--- src/rtl/fetch_sequencer_pkg.sv ---
`default_nettype none
// ============================================================================
// Module   : fetch_sequencer_pkg
// Purpose  : Shared definitions for the fetch sequencer: sequencer state
//            encoding, branch-target ROM contents and the HALT address rule.
// Ports    : none (package)
// Revision : 1.0 - initial release
// ============================================================================
package fetch_sequencer_pkg;

  typedef enum logic [1:0] {
    IDLE = 2'd0,
    RUN  = 2'd1,
    DONE = 2'd2
  } seq_state_t;

  // Branch targets are laid out on an 8-word stride: entry N jumps to 8*N.
  // Entry 0 therefore always returns to the program start.
  localparam int unsigned LUT_STRIDE = 8;

  function automatic logic [31:0] lut_entry(input int unsigned idx);
    return 32'(idx * LUT_STRIDE);
  endfunction

  // Last executable program address; fall-through from here ends the run.
  function automatic int unsigned halt_addr(input int unsigned prog_len);
    return prog_len - 1;
  endfunction

endpackage
`default_nettype wire

--- src/rtl/fetch_sequencer_branch_lut.sv ---
`default_nettype none
// ============================================================================
// Module   : branch_lut
// Purpose  : Combinational branch-target ROM, 2^(BANK_W+IDX_W) entries of
//            PC_W bits, indexed by {bank, br_idx}.
// Ports    : idx    in  BANK_W+IDX_W : ROM address {bank, br_idx}
//            target out PC_W         : branch target address
// Revision : 1.0 - initial release
// ============================================================================
module branch_lut
  import fetch_sequencer_pkg::*;
#(
  parameter int PC_W   = 10,
  parameter int BANK_W = 2,
  parameter int IDX_W  = 4
) (
  input  logic [BANK_W+IDX_W-1:0] idx,
  output logic [PC_W-1:0]         target
);

  localparam int DEPTH = 1 << (BANK_W + IDX_W);

  logic [PC_W-1:0] w_rom [DEPTH];

  for (genvar i = 0; i < DEPTH; i++) begin : g_rom
    localparam logic [31:0]     C_FULL = lut_entry(i);
    localparam logic [PC_W-1:0] C_VAL  = C_FULL[PC_W-1:0];
    assign w_rom[i] = C_VAL;
  end

  assign target = w_rom[idx];

endmodule
`default_nettype wire

--- src/rtl/fetch_sequencer.sv ---
`default_nettype none
// ============================================================================
// Module   : fetch_sequencer
// Purpose  : Program sequencer for a single-cycle core. Holds PC, data page
//            and branch bank; applies decode strobes and branches while
//            running; runs an IDLE/RUN/DONE sequence.
// Ports    : clk, reset (sync, active-high)
//            start                     : begin a run (IDLE/DONE only)
//            branch, branch_cond       : branch taken when both high
//            br_idx [IDX_W]            : branch index of current instruction
//            inc_page, dec_page        : page adjust strobes
//            inc_bank, dec_bank        : bank adjust strobes
//            pc [PC_W]                 : instruction memory address
//            page [PAGE_W], bank [BANK_W]
//            init                      : high whenever not in RUN
//            done                      : high in DONE
//            cycles [CNT_W]            : instructions retired this run
// Revision : 1.0 - initial release
// ============================================================================
module fetch_sequencer
  import fetch_sequencer_pkg::*;
#(
  parameter int PC_W     = 10,
  parameter int PROG_LEN = 1024,
  parameter int PAGE_W   = 3,
  parameter int BANK_W   = 2,
  parameter int IDX_W    = 4,
  parameter int CNT_W    = 16
) (
  input  logic              clk,
  input  logic              reset,
  input  logic              start,
  input  logic              branch,
  input  logic              branch_cond,
  input  logic [IDX_W-1:0]  br_idx,
  input  logic              inc_page,
  input  logic              dec_page,
  input  logic              inc_bank,
  input  logic              dec_bank,
  output logic [PC_W-1:0]   pc,
  output logic [PAGE_W-1:0] page,
  output logic [BANK_W-1:0] bank,
  output logic              init,
  output logic              done,
  output logic [CNT_W-1:0]  cycles
);

  localparam logic [PC_W-1:0] C_HALT = PC_W'(halt_addr(PROG_LEN));

  seq_state_t        r_state, w_state_nxt;
  logic [PC_W-1:0]   r_pc, w_pc_nxt;
  logic [PAGE_W-1:0] r_page, w_page_nxt;
  logic [BANK_W-1:0] r_bank, w_bank_nxt;
  logic [CNT_W-1:0]  r_cycles, w_cycles_nxt;
  logic [PC_W-1:0]   w_target;
  logic              w_taken;

  // Lookup is addressed with the registered bank, so a bank strobe in the
  // same cycle as a branch only affects the following instruction.
  branch_lut #(
    .PC_W   (PC_W),
    .BANK_W (BANK_W),
    .IDX_W  (IDX_W)
  ) u_branch_lut (
    .idx    ({r_bank, br_idx}),
    .target (w_target)
  );

  assign w_taken = branch && branch_cond;

  always_ff @(posedge clk) begin
    if (reset) begin
      r_state  <= IDLE;
      r_pc     <= '0;
      r_page   <= '0;
      r_bank   <= '0;
      r_cycles <= '0;
    end else begin
      r_state  <= w_state_nxt;
      r_pc     <= w_pc_nxt;
      r_page   <= w_page_nxt;
      r_bank   <= w_bank_nxt;
      r_cycles <= w_cycles_nxt;
    end
  end

  always_comb begin
    w_state_nxt  = r_state;
    w_pc_nxt     = r_pc;
    w_page_nxt   = r_page;
    w_bank_nxt   = r_bank;
    w_cycles_nxt = r_cycles;
    case (r_state)
      RUN: begin
        if (w_taken) begin
          w_pc_nxt = w_target;
        end else if (r_pc == C_HALT) begin
          w_state_nxt = DONE;
        end else begin
          w_pc_nxt = r_pc + 1'b1;
        end
        // Opposing strobes cancel; modular arithmetic gives the wrap.
        if (inc_page && !dec_page) w_page_nxt = r_page + 1'b1;
        if (dec_page && !inc_page) w_page_nxt = r_page - 1'b1;
        if (inc_bank && !dec_bank) w_bank_nxt = r_bank + 1'b1;
        if (dec_bank && !inc_bank) w_bank_nxt = r_bank - 1'b1;
        if (r_cycles != {CNT_W{1'b1}}) w_cycles_nxt = r_cycles + 1'b1;
      end
      default: begin
        // IDLE and DONE: only start matters, and it begins a fresh run.
        if (start) begin
          w_state_nxt  = RUN;
          w_pc_nxt     = '0;
          w_page_nxt   = '0;
          w_bank_nxt   = '0;
          w_cycles_nxt = '0;
        end
      end
    endcase
  end

  assign pc     = r_pc;
  assign page   = r_page;
  assign bank   = r_bank;
  assign cycles = r_cycles;
  assign init   = (r_state != RUN);
  assign done   = (r_state == DONE);

endmodule
`default_nettype wire

--- config.mk ---
export PLATFORM = sky130hd
export DESIGN_NAME = fetch_sequencer
export DESIGN_NICKNAME = d
export VERILOG_FILES = /design/src/rtl/fetch_sequencer_pkg.sv /design/src/rtl/fetch_sequencer_branch_lut.sv /design/src/rtl/fetch_sequencer.sv
export SDC_FILE = /design/constraint.sdc
export NUM_CORES = 1
export LEC_CHECK = 0
export ABC_CLOCK_PERIOD_IN_PS = 2800
export CORE_MARGIN = 2
export CORE_UTILIZATION = 54
export DETAILED_ROUTE_END_ITERATION = 8
export GPL_TIMING_DRIVEN = 0
export PLACE_DENSITY = 0.85
export SKIP_CTS_REPAIR_TIMING = 1
export SLEW_MARGIN = 20
export SYNTH_ARGS = -nofsm -noshare
export SYNTH_HDL_FRONTEND = slang
export SYNTH_SLANG_ARGS = --single-unit
--- constraint.sdc ---
create_clock -name clk -period 2.8 [get_ports clk]
set_input_delay 0.28 -clock clk [delete_from_list [all_inputs] [get_ports clk]]
set_output_delay 0.28 -clock clk [all_outputs]
set_load 0.01 [all_outputs]
; ---- After elaboration in Yosys (flattened, before gate mapping)
; Memory sizes are Yosys's and may differ from the RTL's.
; Cells that the tools add are included.
[op_classes]
reduce_logical = 15
addsub = 6
n_lt_le_gt_ge = 1
mux = 21
n_eq_ne = 11
bitwise = 1
[ops]
columns = op, count
row1 = 2-to-1 mux 10 bit, 6
row2 = 2-to-1 mux 16 bit, 3
row3 = "adder 16 x 1 -> 16 bit, second input constant", 1
row4 = 2-to-1 mux 2 bit, 8
row5 = "!= test 16 bit, second input constant", 1
row6 = 2-to-1 mux 3 bit, 4
row7 = "adder 10 x 1 -> 10 bit, second input constant", 1
row8 = "equality test 10 bit, second input constant", 1
row9 = "!= test 3 bit, second input constant", 3
row10 = AND reduction 2 bit, 4
row11 = "greater-or-equal comparator 7 bit, second input constant", 1
row12 = NOT 6 -> 7 bit, 1
row13 = "!= test 2 bit, second input constant", 3
row14 = logical AND 1 bit, 5
row15 = zero test 1 bit, 4
row16 = "adder 3 x 1 -> 3 bit, second input constant", 1
row17 = AND reduction 3 bit, 1
row18 = "subtractor 3 x 1 -> 3 bit, second input constant", 1
row19 = "adder 2 x 1 -> 2 bit, second input constant", 1
row20 = "equality test 2 x 1 -> 1 bit, second input constant", 1
row21 = "equality test 2 bit, second input constant", 1
row22 = "!= test 2 x 1 -> 1 bit, second input constant", 1
row23 = nonzero test 2 bit, 1
row24 = "subtractor 2 x 1 -> 2 bit, second input constant", 1
[word_totals]
output_inout_bits = 33
n_memories = 1
register_bits = 33
inputBits = 13
romBits = 640
[mem_list]
columns = name, depth, word_bits, read_ports, rd_ports_with_merged_regs, wr, line
row1 = (no name shown), 64, 10, 1, 0, 0, fetch_sequencer_branch_lut.sv:31  ; assign target = w_rom[idx];

; ---- Depth between registers and ports, before layout
; Gate-level depths: netlist (run 1).
[depth]
depth_word = 6
mapped_depth = 7
mapped_depth_nobuf = 7

; ---- Cells and area by module
; Synthesis (run 1) repeated with hierarchy kept, for this count alone.
[hier_totals]
hier_cells = 247
hier_area_um2 = 2021.9
[modules_own_cells]
columns = module, area_each_um2, cells_per_inst, instances
row1 = fetch_sequencer, 1943.1, 236, 1
row2 = branch_lut, 78.8, 11, 1

; ---- Worst setup path after synthesis (run 1)
; Ideal clock, no wire load.
[synth_timing]
path_kind = reg-to-reg
start = reg r_cycles[0], in the netlist cycles[0]
end = reg r_cycles[15], in the netlist cycles[15]
required_ps = 2680
period_less_slack_ps = 1924
path_slack_ps = 876
path_buffers = 1
arrival_time_ps = 1804
stages_incl_launch_ff = 7
path_cell_list = dfxtp_1 ha_1 nand4_4 o41ai_4 buf_6 nor4b_1 a211o_1
[synth_via]
elab_chain_cells = 3
[synth_rtl]
columns = element, line
row1 = "start, declared", fetch_sequencer.sv:54  ; logic [CNT_W-1:0] r_cycles, w_cycles_nxt;
row2 = "start signal, assigned", fetch_sequencer.sv:83  ; r_cycles <= w_cycles_nxt;
row3 = adder 16 x 1 -> 16 bit or != test 16 bit (tied branches), fetch_sequencer.sv:107  ; if (r_cycles != {CNT_W{1'b1}}) w_cycles_nxt = r_cycles + 1'b1;
row4 = 2-to-1 mux 16 bit or != test 2 bit (tied branches), --
row5 = 2-to-1 mux 16 bit or AND reduction 2 bit (tied branches), --
; Parallel ways exist; a longest one is shown, timed or not. The select of a mux whose other input is x is not followed.
; A chain may end at the register's enable or synchronous reset.

; ---- Worst setup path after layout (run 1)
[layout_timing]
start = reg r_state[1]
end = out init
[layout_via]
elab_chain_cells = 1
[layout_rtl]
columns = element, line
row1 = "start, declared", fetch_sequencer.sv:50  ; seq_state_t r_state, w_state_nxt;
row2 = "start signal, assigned", fetch_sequencer.sv:79  ; r_state <= w_state_nxt;
row3 = != test 2 x 1 -> 1 bit, fetch_sequencer.sv:126  ; assign init = (r_state != RUN);
row4 = "end, declared", fetch_sequencer.sv:43  ; output logic init,
; Every way passes these cells.

==> impl_metrics.tcl, run 1 <==
set metrics [dict create \
    fin_setup_tns_ns 0 \
    worst_slew_pin_slew_ns 0.730 \
    postRouteAntennaNets 0 \
    grt_use_met1_pct 38.1 \
    final_area_um2 2610 \
    status "completed" \
    use_met3_pct 6.08 \
    vias_per_cell 6.30 \
    worstSetupEndpointType "primary output" \
    num_rows 22 \
    finalCritPeriodShare_pct 88.5 \
    grt_max_degree 11 \
    rsz0062_at_grt "false" \
    worstPathMaxFanout 10 \
    htree_num_levels 2 \
    drv_slew 0 \
    place_hpwl_um 3890 \
    slew_headroom_pct 51.4 \
    max_stage_delay_ns 0.63 \
    ys_types 66 \
    drtPass1Iterations 5 \
    ys_seq_area_share_pct 32.9 \
    drt_wl_total_um 5430 \
    start_kind "register" \
    die_x_um 65 \
    p_per_area_nw_per_um2 384 \
    clock_latency_ns 0.29 \
    vdd_drop_max_mv 0.319 \
    wire_per_inst_um 16.2 \
    synth_nets 253 \
    cp_slowest_cell "clkdlybuf4s50_1" \
    synth_area_per_cell_um2 8.55 \
    final_cell_mix "clkdlybuf4s50_1 (45), dfxtp_1 (33), nand3_1 (19)" \
    antenna_cells 0 \
    hold_violations 0 \
    clk_pin_slew_ns 0.07 \
    drt-initial-drc-count 276 \
    grt-ovfl-total 0 \
    dpl_cell_area_um2 2520 \
    layout.cells.non_filler 335 \
    fmax_ghz 0.404 \
    netlist_top_cells_area "dfxtp_1 (33%), nand3_1 (4.7%), o21ai_0 (4.0%)" \
    fin_skew_ns 0.00643 \
    synth-edff-count 0 \
    cp_cell_sequence "and2b_1 -> clkbuf_8 -> inv_2 -> clkbuf_1 -> clkdlybuf4s50_1" \
    cts_tree "built" \
    syn_to_final_growth_pct 29.7 \
    fin_util_pct 72.3 \
    cp.required_ns 2.52 \
    synth_top_area_cell "dfxtp_1" \
    cts_sinks 33 \
    period_minus_slack_ns 2.48 \
    layout_commonest_cell "clkdlybuf4s50_1" \
    io_buffers 45 \
    core_um2 3610 \
    dieHeight_um 65 \
    drc 0 \
    yosys_warnings 0 \
    busiest_layer "met2" \
    p_leak_nw 0.895 \
    antenna_found_initial 0 \
    layout-drive-gt1-share_pct 10.8 \
    final_nets 305 \
    ys.flop_type "dfxtp_1" \
    cts_buffers 5 \
    vias 2111 \
    syn_area_um2 2010 \
    cts_root_buf "clkbuf_8" \
    finalSetupViolCount 0 \
    synth_seq_cells 33 \
    crit_type "reg -> out" \
    netlist.area_leader.share_pct 32.9 \
    maxCapViolCount 0 \
    grt_pass1_vias 1934 \
    initial_core_util_pct 55.7 \
    min_path_type "reg -> reg" \
    die_area_um2 4230 \
    placed_cells 328 \
    async_flop_share_pct 0 \
    crit_arrival_ns 2.20 \
    fillers 294 \
    grt_use_total_pct 27.8 \
    grt_use_met2_pct 43.2 \
    path_buf_inv 4 \
    grt_pass1_wl_um 9180 \
    io_pins 46 \
    gp_congestion 0.912 \
    critPathTopFamily "buffers and inverters" \
    netlist_instances 235 \
    cts.path.max_buffers 2 \
]
## final cells by class
class | instances | area [µm²] | area share, %
multi-input cells | 180 | 1240 | 47.7
flip-flops and latches | 33 | 661 | 25.3
repair buffers | 45 | 450 | 17.3
clock buffers | 7 | 86.3 | 3.31
plain buffers | 10 | 61.3 | 2.35
well taps | 48 | 60.1 | 2.30
inverters | 12 | 45.0 | 1.73
## power by group
part           switching, W  total [W]  internal, W
Combinational     0.0000759   0.000142    0.0000657
Sequential        0.0000141   0.000493     0.000479
Clock              0.000172   0.000367     0.000195
Total              0.000262    0.00100     0.000740
## state kept, by name, summed over array words and instances, names as in the netlist
signal   count
pc          10
cycles      16
r_state      2
page         3
bank         2
## routing by layer
metal  part of all wire [%]  wire, µm
met5                      0         0
met2                     46      2480
met1                     45      2440
met4                    1.7        90
met3                    7.6       415
## through the flow
stage	hold slack [ns]	setup slack, ns	total power (W)
2_1_floorplan	0.452	0.876	0.000580
3_3_place_gp	0.476	0.634	0.000640
3_5_place_dp	0.489	0.585	0.000643
4_1_cts	0.499	0.324	0.00101
5_1_grt	0.537	0.213	0.00104
6_report	0.495	0.322	0.00100
## logic make-up (layout without fill, tap and decap cells)
group           Yosys count  in the layout  share of synthesized area (%)
simple gates            106            106                           32.2
buf+inv                  22             74                           5.29
xor+xnor                  3              3                           1.31
fa+ha+maj                 5              5                           3.49
mux                       3              3                           1.49
flops                    33             33                           32.9
compound gates           63             63                           23.4
## synthesized netlist by cell type (3+ instances only)
master	instances
nand4_1	9
a311oi_1	5
and3_1	4
or2_2	3
nand2_1	12
nor4_1	5
o211ai_1	4
o221ai_1	4
o21ai_0	16
inv_1	11
dfxtp_1	33
or3_1	3
ha_1	4
nor2_1	14
and4_1	4
clkbuf_1	5
nor3_1	6
a211oi_1	4
a21oi_1	8
or4_2	3
mux2i_1	3
nand3_1	19
## path summary, 6_finish.rpt
path / from / cells past startpoint / slack, ns / end
max: r_state[1] / 5 / 0.32 / init
min: page[2] / 1 / 0.50 / page[2]
max reg2reg: cycles[0] / 6 / 0.62 / cycles[15]
min reg2reg: page[2] / 1 / 0.50 / page[2]
Note: power is estimated with default switching activity, not from simulation.
==> inputs of run 2 (changes only) <==
--- a/config.mk
+++ b/config.mk
@@ -6,6 +6,7 @@
 export NUM_CORES = 1
 export LEC_CHECK = 0
 export ABC_CLOCK_PERIOD_IN_PS = 2800
+export CORE_ASPECT_RATIO = 0.75
 export CORE_MARGIN = 2
 export CORE_UTILIZATION = 54
 export DETAILED_ROUTE_END_ITERATION = 8
==> impl_metrics.tcl, run 2 (synthesis results as in run 1) <==
set metrics [dict create \
    placed_cells 332 \
    layout_commonest_cell "clkdlybuf4s50_1" \
    final_cell_mix "clkdlybuf4s50_1 (45), dfxtp_1 (33), nand3_1 (19)" \
    drtPass1Iterations 5 \
    p_leak_nw 0.909 \
    holdWs_ns 0.493 \
    clk_pin_slew_ns 0.08 \
    vias 2096 \
    place_hpwl_um 3890 \
    io_pins 46 \
    worstPathMaxFanout 10 \
    grt-ovfl-total 0 \
    grt_max_degree 11 \
    num_rows 19 \
    cts.path.max_buffers 2 \
    hold_violations 0 \
    switching_share_pct 24.5 \
    internal_power_w 0.000835 \
    ff2ff_path_depth 6 \
    layout-drive-gt1-share_pct 11.1 \
    combPwrFrac_pct 12.8 \
    io_buffers 45 \
    status "completed" \
    p_switching_w 0.000270 \
    start_kind "register" \
    htree_num_levels 2 \
    worstSetupEndpointType "primary output" \
    period_minus_slack_ns 2.48 \
    r2r_slack_ns 0.66 \
    antenna_cells 0 \
    p_per_area_nw_per_um2 418 \
    gp_congestion 0.902 \
    die_area_um2 4230 \
    crit_arrival_ns 2.20 \
    finalCritPeriodShare_pct 88.5 \
    slew_headroom_pct 51.2 \
    hp-start "page[2]" \
    cts_root_buf "clkbuf_8" \
    drv_slew 0 \
    grt_use_total_pct 26.8 \
    fin_util_pct 73.1 \
    clockPowerShare_pct 42.6 \
    vias_per_cell 6.16 \
    die_x_um 74.4 \
    grt_pass1_wl_um 8880 \
    dieHeight_um 56.8 \
    rr_endpoint "cycles[15]" \
    drt-initial-drc-count 116 \
    rsz0062_at_grt "false" \
    crit_type "reg -> out" \
    min_path_type "reg -> reg" \
    vdd_drop_max_mv 0.345 \
    fillers 305 \
    hold_path_end "page[2]" \
    grt_pass1_vias 1868 \
    dpl_cell_area_um2 2520 \
    cp.required_ns 2.52 \
    fin_skew_ns 0.0102 \
    worstReg2RegStart "cycles[0]" \
    ff_latch_area_um2 661 \
    final_nets 305 \
    core_um2 3610 \
    cts_sinks 33 \
    fin_setup_tns_ns 0 \
    multi_input_area_um2 1240 \
    initial_core_util_pct 55.6 \
    wire_per_inst_um 15.7 \
    worst_slew_pin_slew_ns 0.732 \
    finalSetupViolCount 0 \
    final_area_um2 2640 \
    cts_buffers 5 \
    fmax_ghz 0.404 \
    maxCapViolCount 0 \
    clock_latency_ns 0.28 \
    drc 0 \
    cts_tree "built" \
    postRouteAntennaNets 0 \
    antenna_found_initial 0 \
    layout.cells.non_filler 340 \
    largest_reg_flops 16 \
    p_seq_share_pct 44.6 \
    min_delay_path_depth 1 \
    syn_to_final_growth_pct 31.4 \
    drt_wl_total_um 5330 \
]
[run 2: cell count changes in the layout (fill, tap and decap cells not counted)]
cell / delta
bufinv_16: +1
[run 2: cell type report]
class	instances	area share, %
buffer	10	2.32
inverter	12	1.71
clock buffer	7	3.27
clock inverter	1	1.14
tap	52	2.46
sequential	33	25.0
multi-input combinational	180	47.0
timing repair buffer	45	17.1
[run 2: how the worst max path moves through the flow]
| stage | start | endpoint |
|---|---|---|
| 4_1_cts | r_state[1] | init |
| 3_3_place_gp | reset | pc[7] |
| 3_5_place_dp | branch | pc[3] |
| 5_1_grt | r_state[1] | init |
| 2_1_floorplan | cycles[0] | cycles[15] |
| 6_report | r_state[1] | init |
[run 2: per-stage QoR]
step / total power (W) / setup WS, ns
CTS: 0.00111 / 0.344
floorplan: 0.000580 / 0.876
global route: 0.00115 / 0.245
detailed placement: 0.000643 / 0.616
finish: 0.00111 / 0.323
global placement: 0.000641 / 0.602
[run 2: per-layer routing]
metal / track usage [%] / vias up / share of wire (%)
met3: 8.08 / 2 / 7.6
met4: 5.36 / 0 / 0.24
met1: 40.4 / 980 / 50
met2: 37.7 / 90 / 42
met5: 0 / - / 0
li1: - / 1024 / -
[run 2: power groups by stage]
| stage | clock [W] | sequential [W] | combinational (W) |
|---|---|---|---|
| floorplan | 0 | 0.000505 | 0.0000755 |
| detailed placement | 0 | 0.000503 | 0.000140 |
| global placement | 0 | 0.000503 | 0.000138 |
| CTS | 0.000474 | 0.000492 | 0.000141 |
| global route | 0.000498 | 0.000494 | 0.000155 |
| finish | 0.000471 | 0.000493 | 0.000141 |
[run 2: worst max-delay path, stage by stage (launching register included)]
cell,delay (ns)
dfxtp_1,0.38
and2b_1,0.21
clkbuf_8,0.16
inv_2,0.13
clkbuf_1,0.40
clkdlybuf4s50_1,0.63
==> inputs of run 3 (changes only) <==
--- a/config.mk
+++ b/config.mk
@@ -10,10 +10,9 @@
 export CORE_MARGIN = 2
 export CORE_UTILIZATION = 54
 export DETAILED_ROUTE_END_ITERATION = 8
-export GPL_TIMING_DRIVEN = 0
 export PLACE_DENSITY = 0.85
 export SKIP_CTS_REPAIR_TIMING = 1
-export SLEW_MARGIN = 20
+export SLEW_MARGIN = 15
 export SYNTH_ARGS = -nofsm -noshare
 export SYNTH_HDL_FRONTEND = slang
 export SYNTH_SLANG_ARGS = --single-unit
==> impl_metrics.tcl, run 3 (synthesis results as in run 1) <==
set metrics [dict create \
    status "completed" \
    vdd_drop_max_mv 0.305 \
    min_path_type "reg -> reg" \
    p_leak_nw 0.870 \
    grt_pass1_wl_um 8840 \
    crit_type "reg -> out" \
    finalCritPeriodShare_pct 84.3 \
    io_pins 46 \
    slew_headroom_pct 46.9 \
    drc 0 \
    drtPass1Iterations 5 \
    drt_wl_total_um 5280 \
    final_nets 297 \
    grt_use_total_pct 27.0 \
    cts_tree "built" \
    die_area_um2 4230 \
    fmax_ghz 0.424 \
    clk_pin_slew_ns 0.06 \
    fillers 318 \
    cts_root_buf "clkbuf_8" \
    grt_pass1_vias 1826 \
    grt_max_degree 31 \
    vias 2129 \
    num_rows 19 \
    antenna_cells 0 \
    period_minus_slack_ns 2.36 \
    clock_latency_ns 0.28 \
    worstSetupEndpointType "primary output" \
    core_um2 3610 \
    cp.required_ns 2.52 \
    wl_met3_um 448 \
    routed.top_layer "met4" \
    drt-met1-wl_um 2480 \
    place_hpwl_um 3910 \
    met2WireLength_um 2260 \
    fin_util_pct 71.0 \
    fin_setup_tns_ns 0 \
    finalSetupViolCount 0 \
    cts.path.max_buffers 2 \
    dieHeight_um 56.8 \
    cts_sinks 33 \
    largest_reg_flops 16 \
    die_x_um 74.4 \
    grt-ovfl-total 0 \
    syn_to_final_growth_pct 27.6 \
    drv_slew 0 \
    layout_commonest_cell "clkdlybuf4s50_1" \
    final_cell_mix "clkdlybuf4s50_1 (45), dfxtp_1 (33), nand3_1 (19)" \
    htree_num_levels 2 \
    io_buffers 45 \
    layout_setup_ws_ns 0.440 \
    maxCapViolCount 0 \
    vias_per_cell 6.43 \
    fin_skew_ns 0.00527 \
    worst_slew_pin_slew_ns 0.793 \
    worstPathMaxFanout 18 \
    layout-drive-gt1-share_pct 10.0 \
    rsz0062_at_grt "false" \
    antenna_found_initial 0 \
    wire_per_inst_um 16.0 \
    dp_worst_setup_slack_ns 0.565 \
    gp_congestion 0.915 \
    initial_core_util_pct 55.6 \
    p_per_area_nw_per_um2 383 \
    hold_violations 0 \
    postRouteAntennaNets 0 \
    start_kind "register" \
    cts_buffers 5 \
    drt-initial-drc-count 188 \
    crit_arrival_ns 2.08 \
]
==> run 3: cell type report <==
cell class | count | area [µm²] | share of cell area, %
well taps | 52 | 65.1 | 2.54
clock buffers | 7 | 86.3 | 3.37
flip-flops and latches | 33 | 661 | 25.8
repair buffers | 47 | 465 | 18.1
inverters | 12 | 45.0 | 1.76
multi-input cells | 180 | 1240 | 48.4
==> run 3: layer usage <==
layer | global-route usage [%] | up-vias
met2 | 36.8 | 99
li1 | - | 1018
met1 | 40.0 | 1001
met4 | 9.44 | 0
met3 | 8.08 | 11
met5 | 0 | -
==> run 3: through the flow <==
step | total power, W | cells | instance area [µm²] | hold WS, ns
after global placement | 0.000632 | 324 | 2480 | 0.472
after CTS | 0.000990 | 331 | 2560 | 0.492
after detailed placement | 0.000636 | 324 | 2480 | 0.477
final | 0.000983 | 331 | 2560 | 0.497
after global routing | 0.00102 | 331 | 2560 | 0.512
after floorplan | 0.000580 | 235 | 2010 | 0.452
==> run 3: critical path: stages, from the launching register on <==
cell             delay (ns)
dfxtp_1                0.40
and2b_1                0.56
inv_2                  0.28
clkdlybuf4s50_1        0.55
==> run 3: worst paths after layout <==
| check | cells after the start | startpoint | slack, ns | endpoint |
|---|---|---|---|---|
| hold / removal | 1 | page[2] | 0.50 | page[2] |
| setup reg to reg | 5 | cycles[0] | 0.54 | cycles[15] |
| hold reg to reg | 1 | page[2] | 0.50 | page[2] |
| setup / recovery | 3 | r_state[0] | 0.44 | init |
==> run 3: where the power goes <==
group | internal (W) | switching (W) | total [W] | leakage (nW)
sequential | 0.000479 | 0.0000141 | 0.000493 | 0.267
combinational | 0.0000610 | 0.0000734 | 0.000134 | 0.559
clock | 0.000195 | 0.000161 | 0.000355 | 0.0443
